### config.mk
export PLATFORM = sky130hd
export DESIGN_NAME = audio_panner
export DESIGN_NICKNAME = d
export VERILOG_FILES = /design/src/rtl/audio_pkg.sv /design/src/rtl/pan_ramp.sv /design/src/rtl/audio_panner.sv
export SDC_FILE = /design/constraint.sdc
export NUM_CORES = 1
export LEC_CHECK = 0
export ABC_CLOCK_PERIOD_IN_PS = 5800
export BUFFER_PORTS_ARGS = -buffer_cell sky130_fd_sc_hd__buf_2
export CELL_PAD_IN_SITES_DETAIL_PLACEMENT = 1
export CELL_PAD_IN_SITES_GLOBAL_PLACEMENT = 2
export CORE_UTILIZATION = 40
export DETAILED_ROUTE_END_ITERATION = 7
export PLACE_DENSITY_LB_ADDON = 0.1
export RECOVER_POWER = 100
export SETUP_SLACK_MARGIN = 0.3
export SLEW_MARGIN = 20
export SYNTH_ARGS = -nofsm -noshare
export SYNTH_HDL_FRONTEND = slang
export SYNTH_SLANG_ARGS = --single-unit
export TNS_END_PERCENT = 20
### constraint.sdc
create_clock -name clock -period 5.8 [get_ports clock]
set_clock_uncertainty 0.05 [all_clocks]
set_input_delay 0.29 -clock clock [delete_from_list [all_inputs] [get_ports clock]]
set_output_delay 0.29 -clock clock [all_outputs]
set_load 0.02 [all_outputs]
### src/rtl/audio_pkg.sv
// Shared widths, gain constants and FSM state encoding for the audio panner.
package audio_pkg;

    localparam int unsigned SAMPLE_W    = 18;
    localparam int unsigned GAIN_W      = 5;
    localparam int unsigned GAIN_MAX    = 31;
    localparam int unsigned GAIN_CENTER = 16;
    localparam int unsigned PROD_W      = 23;
    localparam int unsigned SHIFT       = 5;
    localparam int unsigned CNT_W       = 10;

    typedef enum logic [1:0] {
        IDLE = 2'd0,
        MUL  = 2'd1,
        OUT  = 2'd2
    } state_t;

endpackage

### src/rtl/pan_ramp.sv
// Button edge detect, pan target and applied pan position.
// PANNER_RAMP_EN selects a gradual per-sample ramp; otherwise pan_pos tracks the target directly.
module pan_ramp
    import audio_pkg::*;
#(
    parameter int unsigned RAMP_SAMPLES = 64
) (
    input  logic              clock,
    input  logic              reset_n,
    input  logic              pan_right,
    input  logic              pan_left,
`ifdef PANNER_RAMP_EN
    input  logic              sample_acc,
`endif
    output logic [GAIN_W-1:0] pan_pos
);

    generate
        if (RAMP_SAMPLES < 1 || RAMP_SAMPLES > 1023) begin : g_bad_ramp
            $error("pan_ramp: RAMP_SAMPLES must be in 1..1023");
        end
    endgenerate

    logic              right_q;
    logic              left_q;
    logic              rise_r_c;
    logic              rise_l_c;
    logic [GAIN_W-1:0] target_q;
    logic [GAIN_W-1:0] target_nxt_c;

    assign rise_r_c = pan_right & ~right_q;
    assign rise_l_c = pan_left & ~left_q;

    // Simultaneous edges cancel; both directions saturate.
    always_comb begin
        target_nxt_c = target_q;
        if (rise_r_c && !rise_l_c && target_q != GAIN_W'(GAIN_MAX)) begin
            target_nxt_c = target_q + GAIN_W'(1);
        end else if (rise_l_c && !rise_r_c && target_q != GAIN_W'(0)) begin
            target_nxt_c = target_q - GAIN_W'(1);
        end
    end

    always_ff @(posedge clock or negedge reset_n) begin
        if (!reset_n) begin
            right_q  <= 1'b0;
            left_q   <= 1'b0;
            target_q <= GAIN_W'(GAIN_CENTER);
        end else begin
            right_q  <= pan_right;
            left_q   <= pan_left;
            target_q <= target_nxt_c;
        end
    end

`ifdef PANNER_RAMP_EN
    localparam logic [CNT_W-1:0] CNT_LAST = CNT_W'(RAMP_SAMPLES - 1);

    logic [CNT_W-1:0]  cnt_q;
    logic [GAIN_W-1:0] pos_q;

    // Counter runs on every accepted sample; the position steps once per wrap.
    always_ff @(posedge clock or negedge reset_n) begin
        if (!reset_n) begin
            cnt_q <= '0;
            pos_q <= GAIN_W'(GAIN_CENTER);
        end else if (sample_acc) begin
            if (cnt_q == CNT_LAST) begin
                cnt_q <= '0;
                if (pos_q < target_q) begin
                    pos_q <= pos_q + GAIN_W'(1);
                end else if (pos_q > target_q) begin
                    pos_q <= pos_q - GAIN_W'(1);
                end
            end else begin
                cnt_q <= cnt_q + CNT_W'(1);
            end
        end
    end

    assign pan_pos = pos_q;
`else
    assign pan_pos = target_q;
`endif

endmodule

### src/rtl/audio_panner.sv
// Mono-to-stereo panner: complementary 5-bit gains, three-stage capture/multiply/output pipeline.
// Optional gradual pan ramp enabled by defining PANNER_RAMP_EN.
module audio_panner
    import audio_pkg::*;
#(
    parameter int unsigned RAMP_SAMPLES = 64
) (
    input  logic                       clock,
    input  logic                       reset_n,
    input  logic signed [SAMPLE_W-1:0] audio_in,
    input  logic                       ready,
    input  logic                       pan_right,
    input  logic                       pan_left,
    output logic signed [SAMPLE_W-1:0] audio_out_l,
    output logic signed [SAMPLE_W-1:0] audio_out_r,
    output logic                       out_valid,
    output logic        [GAIN_W-1:0]   pan_pos
);

    state_t                     state_q;
    logic signed [SAMPLE_W-1:0] sample_q;
    logic        [GAIN_W-1:0]   pos_q;
    logic signed [PROD_W-1:0]   prod_l_q;
    logic signed [PROD_W-1:0]   prod_r_q;
    logic        [GAIN_W-1:0]   gain_l_c;
    logic signed [PROD_W-1:0]   mul_l_c;
    logic signed [PROD_W-1:0]   mul_r_c;

`ifdef PANNER_RAMP_EN
    logic sample_acc_c;
    assign sample_acc_c = (state_q == IDLE) && ready;
`endif

    pan_ramp #(
        .RAMP_SAMPLES(RAMP_SAMPLES)
    ) u_pan_ramp (
        .clock     (clock),
        .reset_n   (reset_n),
        .pan_right (pan_right),
        .pan_left  (pan_left),
`ifdef PANNER_RAMP_EN
        .sample_acc(sample_acc_c),
`endif
        .pan_pos   (pan_pos)
    );

    // Gains are zero-extended to product width so the multiply stays signed and cannot overflow.
    assign gain_l_c = GAIN_W'(GAIN_MAX) - pos_q;
    assign mul_l_c  = $signed(PROD_W'(gain_l_c)) * PROD_W'(sample_q);
    assign mul_r_c  = $signed(PROD_W'(pos_q)) * PROD_W'(sample_q);

    always_ff @(posedge clock or negedge reset_n) begin
        if (!reset_n) begin
            state_q     <= IDLE;
            sample_q    <= '0;
            pos_q       <= GAIN_W'(GAIN_CENTER);
            prod_l_q    <= '0;
            prod_r_q    <= '0;
            audio_out_l <= '0;
            audio_out_r <= '0;
            out_valid   <= 1'b0;
        end else begin
            out_valid <= 1'b0;
            case (state_q)
                IDLE: begin
                    if (ready) begin
                        sample_q <= audio_in;
                        pos_q    <= pan_pos;
                        state_q  <= MUL;
                    end
                end
                MUL: begin
                    prod_l_q <= mul_l_c;
                    prod_r_q <= mul_r_c;
                    state_q  <= OUT;
                end
                OUT: begin
                    audio_out_l <= SAMPLE_W'(prod_l_q >>> SHIFT);
                    audio_out_r <= SAMPLE_W'(prod_r_q >>> SHIFT);
                    out_valid   <= 1'b1;
                    state_q     <= IDLE;
                end
                default: state_q <= IDLE;
            endcase
        end
    end

endmodule
Word level (Yosys, flattened, before mapping)
Cells that the tools add are included.
{ "totals": {"regBits": 115, "latch_bits": 0, "ramBits": 0, "rom_bits": 0, "in_bits": 23, "output_inout_bits": 42, "elab_cells": 39, "n_memories": 0} }
{ "classes": {"n_addsub": 3, "mul": 2, "div_mod_pow": 0, "order_cmp": 0, "n_eq_ne": 4, "shift": 0, "muxes": 5, "bitwise_logic": 4, "reduce_logical": 10} }
{ "ops": {"columns": ["cell", "n"], "rows": [
  ["6-bit by 18-bit multiplier with 23-bit output", 2],
  ["5-bit two-way mux", 2],
  ["5-bit by 1-bit adder with 5-bit output, second input constant", 1],
  ["5-bit != test, second input constant", 1],
  ["5-bit nonzero test", 1],
  ["5-bit by 1-bit subtractor with 5-bit output, second input constant", 1],
  ["5-bit subtractor, first input constant", 1],
  ["1-bit logical AND", 4],
  ["2-bit case mux with 2 select lines", 1],
  ["1-bit bitwise AND", 2],
  ["2-bit by 1-bit == test with 1-bit output, second input constant", 1],
  ["2-bit == test, second input constant", 1],
  ["1-bit logical NOT", 2],
  ["2-bit logical NOT", 1],
  ["2-bit two-way mux", 1],
  ["2-bit != test, second input constant", 1],
  ["1-bit NOT", 2],
  ["2-bit AND reduction", 1],
  ["2-bit nonzero test", 1],
  ["1-bit two-way mux", 1]
]} }

Depth between registers and ports, before layout
Gate-level depths: netlist of the first run.
{ "logic_depth": {"word_depth": 7, "mapped_depth": 17, "ltp_nobuf": 14} }

Hierarchy
A second synthesis of the first run with hierarchy kept.
{ "hier_totals": {"cells_unflattened": 1104, "area_unflattened_um2": 10507.6} }
{ "modules_own_cells": {"columns": ["module", "instances", "cells_per_inst", "area_each_um2", "seq_area_each_um2"], "rows": [
  ["audio_panner", 1, 1061, 10035.9, 2453.6],
  ["pan_ramp", 1, 43, 471.7, 176.4]
]} }

Worst setup path before layout of the first run
Ideal clock, no wire load.
{ "synth_timing": {"path_kind": "reg2reg", "from": "register pos_q[2]", "to": "register prod_r_q[18]", "setup_ns": 0.082, "t_arrival_ns": 4.122, "t_required_ns": 5.668, "path_slack_ns": 1.546, "path_stages_with_launch": 17, "path_buffers": 2, "synth_period_minus_slack_ns": 4.254, "cell_sequence": "dfrtp_1 > clkbuf_1 > clkbuf_1 > nand2_1 > fa_1 > inv_1 > fa_1 > inv_1 > fa_1 > inv_1 > ha_1 > nand3_1 > nor3_1 > o21ai_0 > and4_1 > or3_1 > a31oi_1"} }
{ "synth_via": {"elab_chain_len": 1} }
{ "synth_rtl": {"columns": ["item", "line_no", "text"], "rows": [
  ["from (decl)", "audio_panner.sv:22", "logic [GAIN_W-1:0] pos_q;"],
  ["from (signal assigned)", "audio_panner.sv:56", "pos_q <= GAIN_W'(GAIN_CENTER);"],
  ["from (signal assigned)", "audio_panner.sv:68", "pos_q <= pan_pos;"],
  ["6-bit by 18-bit multiplier with 23-bit output", "audio_panner.sv:50", "assign mul_r_c = $signed(PROD_W'(pos_q)) * PROD_W'(sample_q);"],
  ["to (signal assigned)", "audio_panner.sv:74", "prod_r_q <= mul_r_c;"],
  ["to (decl)", "audio_panner.sv:24", "logic signed [PROD_W-1:0] prod_r_q;"]
]} }
Every way passes these cells.
A chain may end at the register's enable or synchronous reset.

Worst setup path in the final report of the first run
{ "layout_timing": {"from": "register pos_q[1]", "to": "register prod_l_q[14]"} }
{ "layout_via": {"elab_chain_len": 2} }
{ "layout_rtl": {"columns": ["item", "line_no", "text"], "rows": [
  ["5-bit subtractor", "audio_panner.sv:48", "assign gain_l_c = GAIN_W'(GAIN_MAX) - pos_q;"],
  ["6-bit by 18-bit multiplier with 23-bit output", "audio_panner.sv:49", "assign mul_l_c = $signed(PROD_W'(gain_l_c)) * PROD_W'(sample_q);"],
  ["to (signal assigned)", "audio_panner.sv:73", "prod_l_q <= mul_l_c;"],
  ["to (decl)", "audio_panner.sv:23", "logic signed [PROD_W-1:0] prod_l_q;"]
]} }
Every way passes these cells.

==> results.toml, run 1 <==
[min_path]
min_to = "sample_q[14]"
hold-path-cell-count = 2
min_path_type = "in2reg"
min_from = "audio_in[14]"

[yosys]
yosys_warnings = 0
synth.distinct_cells = 63
syn_inst = 1108
yosysSeqAreaShare_pct = 24.9
syn_area_um2 = 10600
synth_edf_count = 0
synth_ff_type = "dfrtp_1"
synth_async_sr_flop_share_pct = 100
synth.ff_latch_count = 105
syn_nets = 1319
syn_avg_cell_area_um2 = 9.55

[sta]
slew_violations = 146
layout_setup_ws_ps = 722
setup_viol = 0
max_freq_mhz = 197
slew_headroom_pct = -39.2
min_period_ps = 5080
fin_setup_tns_ps = 0
finalHoldViolCount = 0
post-route-period-util_pct = 87.6
worst_pin_slew_ps = 2090
rsz0062_at_grt = "no"

[floorplanning]
io_pins = 65
start_util_pct = 40.7
die_w_um = 165
die_h_um = 165
core_um2 = 26000
die-area_um2 = 27100
rows = 59

[placed_design]
numPortBuffers = 64
place_ws_ps = 927
place.gp.congestion = 0.815
placed_cells = 1463
place_hpwl_um = 20900

[setup_path]
crit_fanout = 24
critPathLaunchType = "register"
cp.arrival_ps = 5330
required_ps = 6050
cp-end-kind = "register"
worstReg2RegEnd = "prod_l_q[14]"
reg2reg_depth = 13
r2r_slack_ps = 720
crit_type = "reg2reg"
regToRegStartpoint = "pos_q[1]"

[detailed_routing]
ant_nets = 0
first_iter_violations = 298
routed_via_density = 5.10
drc = 0
dr_total_vias = 7561
routed_wl_um = 26600
post_drt_wl_per_cell_um = 18.0
drt-pass1-iter-count = 4

[status]
status = "complete, but fails checks"
violations = "capacitance limit, slew limit"

[clock_tree]
clk_path_buf_depth = 2
clock_latency_ps = 370
cts_tree = "built"
root_buffer = "clkbuf_16"
cts.htree.levels = 3
postCtsSetupBuffers = 0
cts.sinks = 105
cts_buffers = 9
clk_pin_slew_worst_paths_ps = 80

[layout]
diodes = 0
syn_to_final_growth_pct = 8.46
final_nets = 1353
drive_gt1_share_pct = 9.94
fin_cells = 1482

[global_route]
groute.usage.overall_pct = 21.0
grt_pass1_wl_um = 44200
grt_max_degree = 77
antenna_found_initial = 0
grt_pass1_vias = 8102
grt-ovfl-total = 0

[job]
cap_violations = 3
-- metal layers --
layer,vias up,share of wire [%],global-route usage (%)
met5,-,0,0
met4,0,1.2,4.75
met3,16,2.4,2.36
met2,84,43,32.2
met1,3806,53,31.6
li1,3655,-,-
-- cell usage in the layout, fill, tap and decap left out, types with 5 or more instances in the layout --
cell type	count
nand4_1	10
clkbuf_16	9
nor2_1	15
nand3b_1	5
xnor2_1	21
a21o_1	18
and2_1	78
o211ai_1	14
nor3b_1	7
o21bai_1	6
nor2b_1	76
dfrtp_1	103
nand3_1	18
ha_1	81
a211oi_1	5
fa_1	107
a21oi_1	31
buf_4	9
inv_1	191
o21ai_0	34
and3_1	11
nor3_1	10
mux2_2	61
buf_2	19
nand2b_1	15
o21a_1	6
o31ai_1	6
nand2_1	58
clkbuf_1	47
xor2_1	7
-- what timing repair did --
action | in CTS | in global routing
hold buffers | 3 | 0
resized for setup | 0 | 0
endpoints found under the hold margin | 36 | 0
-- state kept, by name, summed over array words and instances (netlist names) --
signal and cells:
u_pan_ramp.right_q 1, audio_out_r 18, prod_r_q 18, audio_out_l 18, prod_l_q 18, pos_q 5
u_pan_ramp.left_q 1, state_q 2, sample_q 18, u_pan_ramp.pan_pos 5, out_valid 1
-- metrics by stage --
| step | instance area [µm²] | hold slack (ps) | utilization [%] |
|---|---|---|---|
| global placement | 11200 | 244 | 43.1 |
| floorplan | 10600 | -55.6 | - |
| global route | 11500 | 98.4 | 44.1 |
| CTS | 11600 | 89.3 | 44.5 |
| finish | 11500 | 102 | 44.1 |
| detailed placement | 11200 | 250 | 43.1 |
-- worst max-delay path, cell delays in order (launching register included) --
cell,delay [ps]
dfrtp_1,880
nor2b_1,150
fa_1,540
inv_1,60
fa_1,480
fa_1,490
inv_1,40
ha_1,330
and4b_1,210
a221o_1,410
a2111oi_4,360
o21ai_0,410
a2111oi_2,450
nand3b_1,150
-- cells in the mapped netlist (all sizes together), types with 5 or more instances --
cell | number | share of area (%)
a211oi | 5 | 0.35
a21o | 18 | 1.3
a21oi | 31 | 1.5
and2 | 80 | 4.7
and3 | 11 | 0.65
clkbuf | 53 | 1.9
dfrtp | 103 | 24
fa | 107 | 20
ha | 81 | 9.6
inv | 191 | 6.8
mux2 | 61 | 6.5
nand2 | 58 | 2.1
nand2b | 16 | 0.95
nand3 | 18 | 0.85
nand3b | 5 | 0.35
nand4 | 10 | 0.59
nor2 | 15 | 0.53
nor2b | 76 | 4.5
nor3 | 10 | 0.47
nor3b | 7 | 0.50
o211ai | 14 | 0.99
o21a | 6 | 0.43
o21ai | 34 | 1.6
o21bai | 6 | 0.43
o31ai | 6 | 0.43
xnor2 | 21 | 1.7
xor2 | 7 | 0.58
-- logic make-up (layout without fill, tap and decap cells) --
family	count (synthesis)	in the layout	synth area share (%)
XOR/XNOR	28	28	2.32
flip-flops	105	105	24.9
buffers and inverters	248	287	8.86
AND/OR/NAND/NOR	322	322	17.4
multiplexers	63	63	6.68
AO/OA/AOI/OAI	154	154	10.1
adder cells (fa/ha/maj)	188	188	29.8
-- worst max path at each step --
| stage | startpoint | endpoint | cells past startpoint |
|---|---|---|---|
| floorplan | pos_q[2] | prod_r_q[18] | 16 |
| finish | pos_q[1] | prod_l_q[14] | 13 |
| global placement | pos_q[1] | prod_l_q[14] | 13 |
| global route | pos_q[1] | prod_l_q[14] | 13 |
| CTS | pos_q[1] | prod_r_q[18] | 14 |
| detailed placement | pos_q[1] | prod_r_q[18] | 14 |
-- final cells by class --
type / count / area (µm²)
Fill cell: 3022 / 14500
Multi-Input combinational cell: 755 / 7010
Sequential cell: 105 / 2630
Inverter: 191 / 717
Tap cell: 335 / 419
Timing Repair Buffer: 80 / 379
Clock buffer: 9 / 225
Clock inverter: 7 / 92.6
Power of run 1 is left out: the tool's default activity adds up to more than one toggle a clock period on the data nets, which glitch-free logic cannot reach.
==> inputs of run 2 (changes only) <==
CELL_PAD_IN_SITES_DETAIL_PLACEMENT = 2   (was 1)
HOLD_SLACK_MARGIN = 0.15   (was unset)
PLACE_DENSITY = 0.87   (was unset)
PLACE_DENSITY_LB_ADDON = unset   (was 0.1)
==> results.toml, run 2 (synthesis gave the netlist of run 1 again) <==
[floorplanning]
core_um2 = 26000
rows = 59
io_pins = 65
die_w_um = 165
start_util_pct = 40.7
die-area_um2 = 27100
die_h_um = 165

[detailed_routing]
routed_via_density = 5.67
drc = 0
drt-met1-wl_um = 15600
dr_total_vias = 8488
routed_wl_um = 36900
dr.max_layer_used = "met4"
met2_length_um = 18600
wl_met3_um = 1290
first_iter_violations = 551
drt-pass1-iter-count = 5
ant_nets = 0
post_drt_wl_per_cell_um = 24.7

[setup_path]
r2r_slack_ps = 360
crit_chain = "nor2b_1 -> fa_1 -> inv_1 -> fa_1 -> fa_1 -> inv_1 -> ha_1 -> and4b_1 -> a221o_1 -> a2111oi_4 -> o21ai_0 -> a2111oi_2 -> nand3b_1"
crit_top_cell = "fa_1"
cpPeakStageDelay_ps = 940
crit_type = "reg2reg"
worstReg2RegEnd = "prod_l_q[14]"
reg2reg_depth = 13
endpoint = "prod_l_q[14]"
cp-end-kind = "register"
crit_start = "pos_q[1]"
required_ps = 6050
crit_fanout = 26
slowest_stage = "dfrtp_1"
cp.arrival_ps = 5690
critPathLaunchType = "register"
regToRegStartpoint = "pos_q[1]"

[sta]
fin_setup_tns_ps = 0
layout_setup_ws_ps = 364
slew_violations = 171
worst_pin_slew_ps = 1920
max_freq_mhz = 184
rsz0062_at_grt = "no"
finalHoldViolCount = 0
post-route-period-util_pct = 93.7
min_period_ps = 5440
slew_headroom_pct = -27.9
setup_viol = 0

[layout]
final_nets = 1367
layout_commonest_cell = "inv_1"
final_core_util_pct = 44.8
drive_gt1_share_pct = 9.39
diodes = 0
n_fill_cell = 2795
syn_to_final_growth_pct = 10.0
layout_common_cells = "inv_1, fa_1, dfrtp_1, ha_1, and2_1"
fin_area_um2 = 11600

[global_route]
grt_pass1_wl_um = 58000
grt_pass1_vias = 9903
groute.usage.overall_pct = 28.5
antenna_found_initial = 0
grt-ovfl-total = 0
grt_max_degree = 77

[clock_tree]
cts.htree.levels = 3
postCtsSetupBuffers = 0
root_buffer = "clkbuf_16"
cts_buffers = 9
clk_path_buf_depth = 2
cts_tree = "built"
clk_pin_slew_worst_paths_ps = 90
clock_latency_ps = 380
cts.sinks = 105

[min_path]
min_path_type = "reg2reg"
min_from = "prod_r_q[8]"

[placed_design]
place.gp.congestion = 0.828
numPortBuffers = 64
place_ws_ps = 773
placed_cell_area_um2 = 11200
place_hpwl_um = 25100

[status]
violations = "capacitance limit, slew limit"
status = "complete, but fails checks"

[job]
cap_violations = 4
-- run 2: how the worst min path moves through the flow --
| stage | to | slack [ps] | cells after the start |
|---|---|---|---|
| after floorplan | audio_out_l[0] | -60 | 0 |
| after global placement | sample_q[5] | 200 | 1 |
| after detailed placement | sample_q[8] | 210 | 1 |
| after CTS | u_pan_ramp.right_q | 380 | 2 |
| after global routing | prod_r_q[10] | 480 | 2 |
| final | prod_r_q[8] | 440 | 2 |
-- run 2: final cells by class --
cell class	instances	area, µm²	area share, %
Timing Repair Buffer	94	527	4.53
Tap cell	335	419	3.60
Inverter	191	717	6.16
Clock inverter	7	108	0.925
Sequential cell	105	2630	22.6
Clock buffer	9	225	1.94
Multi-Input combinational cell	755	7010	60.2
-- run 2: routing by layer --
layer	GRT usage, %	up-vias
met1	35.4	4446
met3	2.96	101
met4	12.3	0
met2	50.1	260
met5	0	-
li1	-	3681
-- run 2: what timing repair did --
item,in CTS,in global routing
hold endpoints to repair,50,0
hold buffers,21,0
setup endpoints to repair,0,1
resized for setup,0,1
-- run 2: worst max-delay path: cells and delay by family, from the launching register on --
kind / cells / cell delay [ps]
adder cells (fa/ha/maj): 4 / 1990
buffers and inverters: 2 / 140
AO/OA/AOI/OAI: 4 / 1700
AND/OR/NAND/NOR: 3 / 550
flip-flops: 1 / 940
-- run 2: through the flow --
| stage | hold WS (ps) | cells |
|---|---|---|
| floorplan | -55.6 | 1108 |
| global placement | 202 | 1459 |
| detailed placement | 209 | 1459 |
| CTS | 383 | 1496 |
| global route | 482 | 1496 |
| finish | 441 | 1496 |
Power of run 2 is left out for the same reason.
==> inputs of run 3 (changes only) <==
ABC_AREA = 1   (was unset)
CORE_UTILIZATION = 37   (was 40)
PLACE_DENSITY = 0.88   (was 0.87)
==> results.toml, run 3 <==
[clock_tree]
cts.htree.levels = 3
cts_tree = "built"
clk_pin_slew_worst_paths_ps = 80
postCtsSetupBuffers = 0
root_buffer = "clkbuf_16"
clock_latency_ps = 380
clk_path_buf_depth = 2
cts_buffers = 9
cts_hold_buf = 18
cts.sinks = 105
cts_resized = 0

[setup_path]
path_buf_inv = 5
cp.arrival_ps = 5480
r2r_slack_ps = 440
crit_type = "reg2reg"
regToRegStartpoint = "pos_q[2]"
cp-end-kind = "register"
crit_family = "adder cells"
cpPeakStageDelay_ps = 900
required_ps = 5920
slowest_stage = "dfrtp_1"
critPathLaunchType = "register"
crit_top_cell = "inv_1"
worstReg2RegEnd = "prod_r_q[20]"
reg2reg_depth = 18
crit_fanout = 21
crit_chain = "clkbuf_1 -> nand2_1 -> inv_1 -> fa_1 -> fa_1 -> inv_1 -> fa_1 -> inv_1 -> ha_1 -> nand2_1 -> nor2_1 -> inv_1 -> nor3_1 -> nand4_1 -> nand3_1 -> nand2_1 -> nand3_1 -> o21ai_1"

[min_path]
min_path_type = "in2reg"
hold-path-cell-count = 3
min_to = "sample_q[5]"
min_from = "audio_in[5]"

[detailed_routing]
first_iter_violations = 681
routed_via_density = 5.38
drc = 0
ant_nets = 0
post_drt_wl_per_cell_um = 23.4
dr_total_vias = 10208
drt-pass1-iter-count = 5
routed_wl_um = 44300

[global_route]
grt_pass1_vias = 11619
antenna_found_initial = 0
grt_pass1_wl_um = 68700
grt_max_degree = 59
grt-ovfl-total = 0
groute.usage.overall_pct = 31.1

[job]
cap_violations = 4

[sta]
finalHoldViolCount = 0
worst_pin_slew_ps = 2600
setup_viol = 0
min_period_ps = 5360
rsz0062_at_grt = "no"
max_freq_mhz = 186
post-route-period-util_pct = 92.5
fin_setup_tns_ps = 0
slew_violations = 206
slew_headroom_pct = -73.5

[placed_design]
numPortBuffers = 64
place_hpwl_um = 31200
placed_cells = 1862
place.gp.congestion = 0.867

[yosys]
syn_nets = 1660
synth_edf_count = 0
yosysMostFrequentCell = "nand2_1"
synthTopCellsByArea = "dfrtp_1, fa_1, nand2_1"
synth.distinct_cells = 38
yosysSeqAreaShare_pct = 24.6
syn_inst = 1449
synth_largest_area_cell = "dfrtp_1"
synthTopCellsByCount = "nand2_1, inv_1, nor2_1, fa_1, dfrtp_1"
synth.top_cell.area_share_pct = 24.1
yosys_warnings = 0
syn_avg_cell_area_um2 = 7.37
synth.ff_latch_count = 105
synth_ff_type = "dfrtp_1"
syn_area_um2 = 10700
synth_async_sr_flop_share_pct = 100

[floorplanning]
start_util_pct = 38.0
die_w_um = 172
core_um2 = 28100
io_pins = 65
die_h_um = 172
rows = 61
die-area_um2 = 29500

[status]
violations = "capacitance limit, slew limit"
status = "complete, but fails checks"

[layout]
syn_to_final_growth_pct = 10.4
drive_gt1_share_pct = 3.95
layout_common_cells = "nand2_1, inv_1, nor2_1, fa_1, dfrtp_1"
final_core_util_pct = 42.0
final_nets = 1724
fin_cells = 1896
diodes = 0
layout_commonest_cell = "nand2_1"
## run 3: final cells by class
| class | instances | area (µm²) |
|---|---|---|
| fillers | 3385 | 16300 |
| multi-input cells | 948 | 6540 |
| flip-flops and latches | 105 | 2630 |
| inverters | 357 | 1340 |
| repair buffers | 92 | 498 |
| well taps | 378 | 473 |
| clock buffers | 9 | 225 |
| clock inverters | 7 | 86.3 |
## run 3: worst max path at each step
stage	start	to	slack [ps]	cells past startpoint
floorplan	pos_q[1]	prod_r_q[22]	1970	19
global placement	pos_q[0]	prod_l_q[20]	1230	17
detailed placement	pos_q[2]	prod_r_q[20]	1030	18
CTS	pos_q[2]	prod_r_q[20]	800	18
global route	pos_q[2]	prod_r_q[20]	300	18
finish	pos_q[2]	prod_r_q[20]	440	18
## run 3: kinds of logic after synthesis
family                     share of synthesized area (%)
muxes                                             0.0937
xor gates and xnor gates                            1.39
adders and majority gates                           29.5
AOI/OAI and AO/OA                                   7.38
and+or+nand+nor                                     23.0
DFF                                                 24.6
buffers and inverters                               14.0
## run 3: metrics by stage
stage,setup slack [ps],hold slack (ps),cell area [µm²]
5_1_grt,303,190,11800
3_3_place_gp,1230,289,11400
4_1_cts,800,166,11900
6_report,438,174,11800
2_1_floorplan,1970,-55.6,10700
3_5_place_dp,1030,296,11400
## run 3: per-layer routing
layer / vias up / routed length (µm) / GRT usage, %
met5: - / 0 / 0
met4: 0 / 1790 / 12.9
met3: 129 / 1930 / 3.57
met2: 398 / 22100 / 54.6
met1: 5244 / 18500 / 38.7
li1: 4437 / - / -
## run 3: worst register-to-register path, stage by stage, from the launching register on
cell	delay, ps
dfrtp_1	900
clkbuf_1	470
nand2_1	120
inv_1	120
fa_1	480
fa_1	560
inv_1	60
fa_1	510
inv_1	70
ha_1	410
nand2_1	150
nor2_1	220
inv_1	100
nor3_1	230
nand4_1	220
nand3_1	200
nand2_1	100
nand3_1	90
o21ai_1	120
Power of run 3 is left out for the same reason.
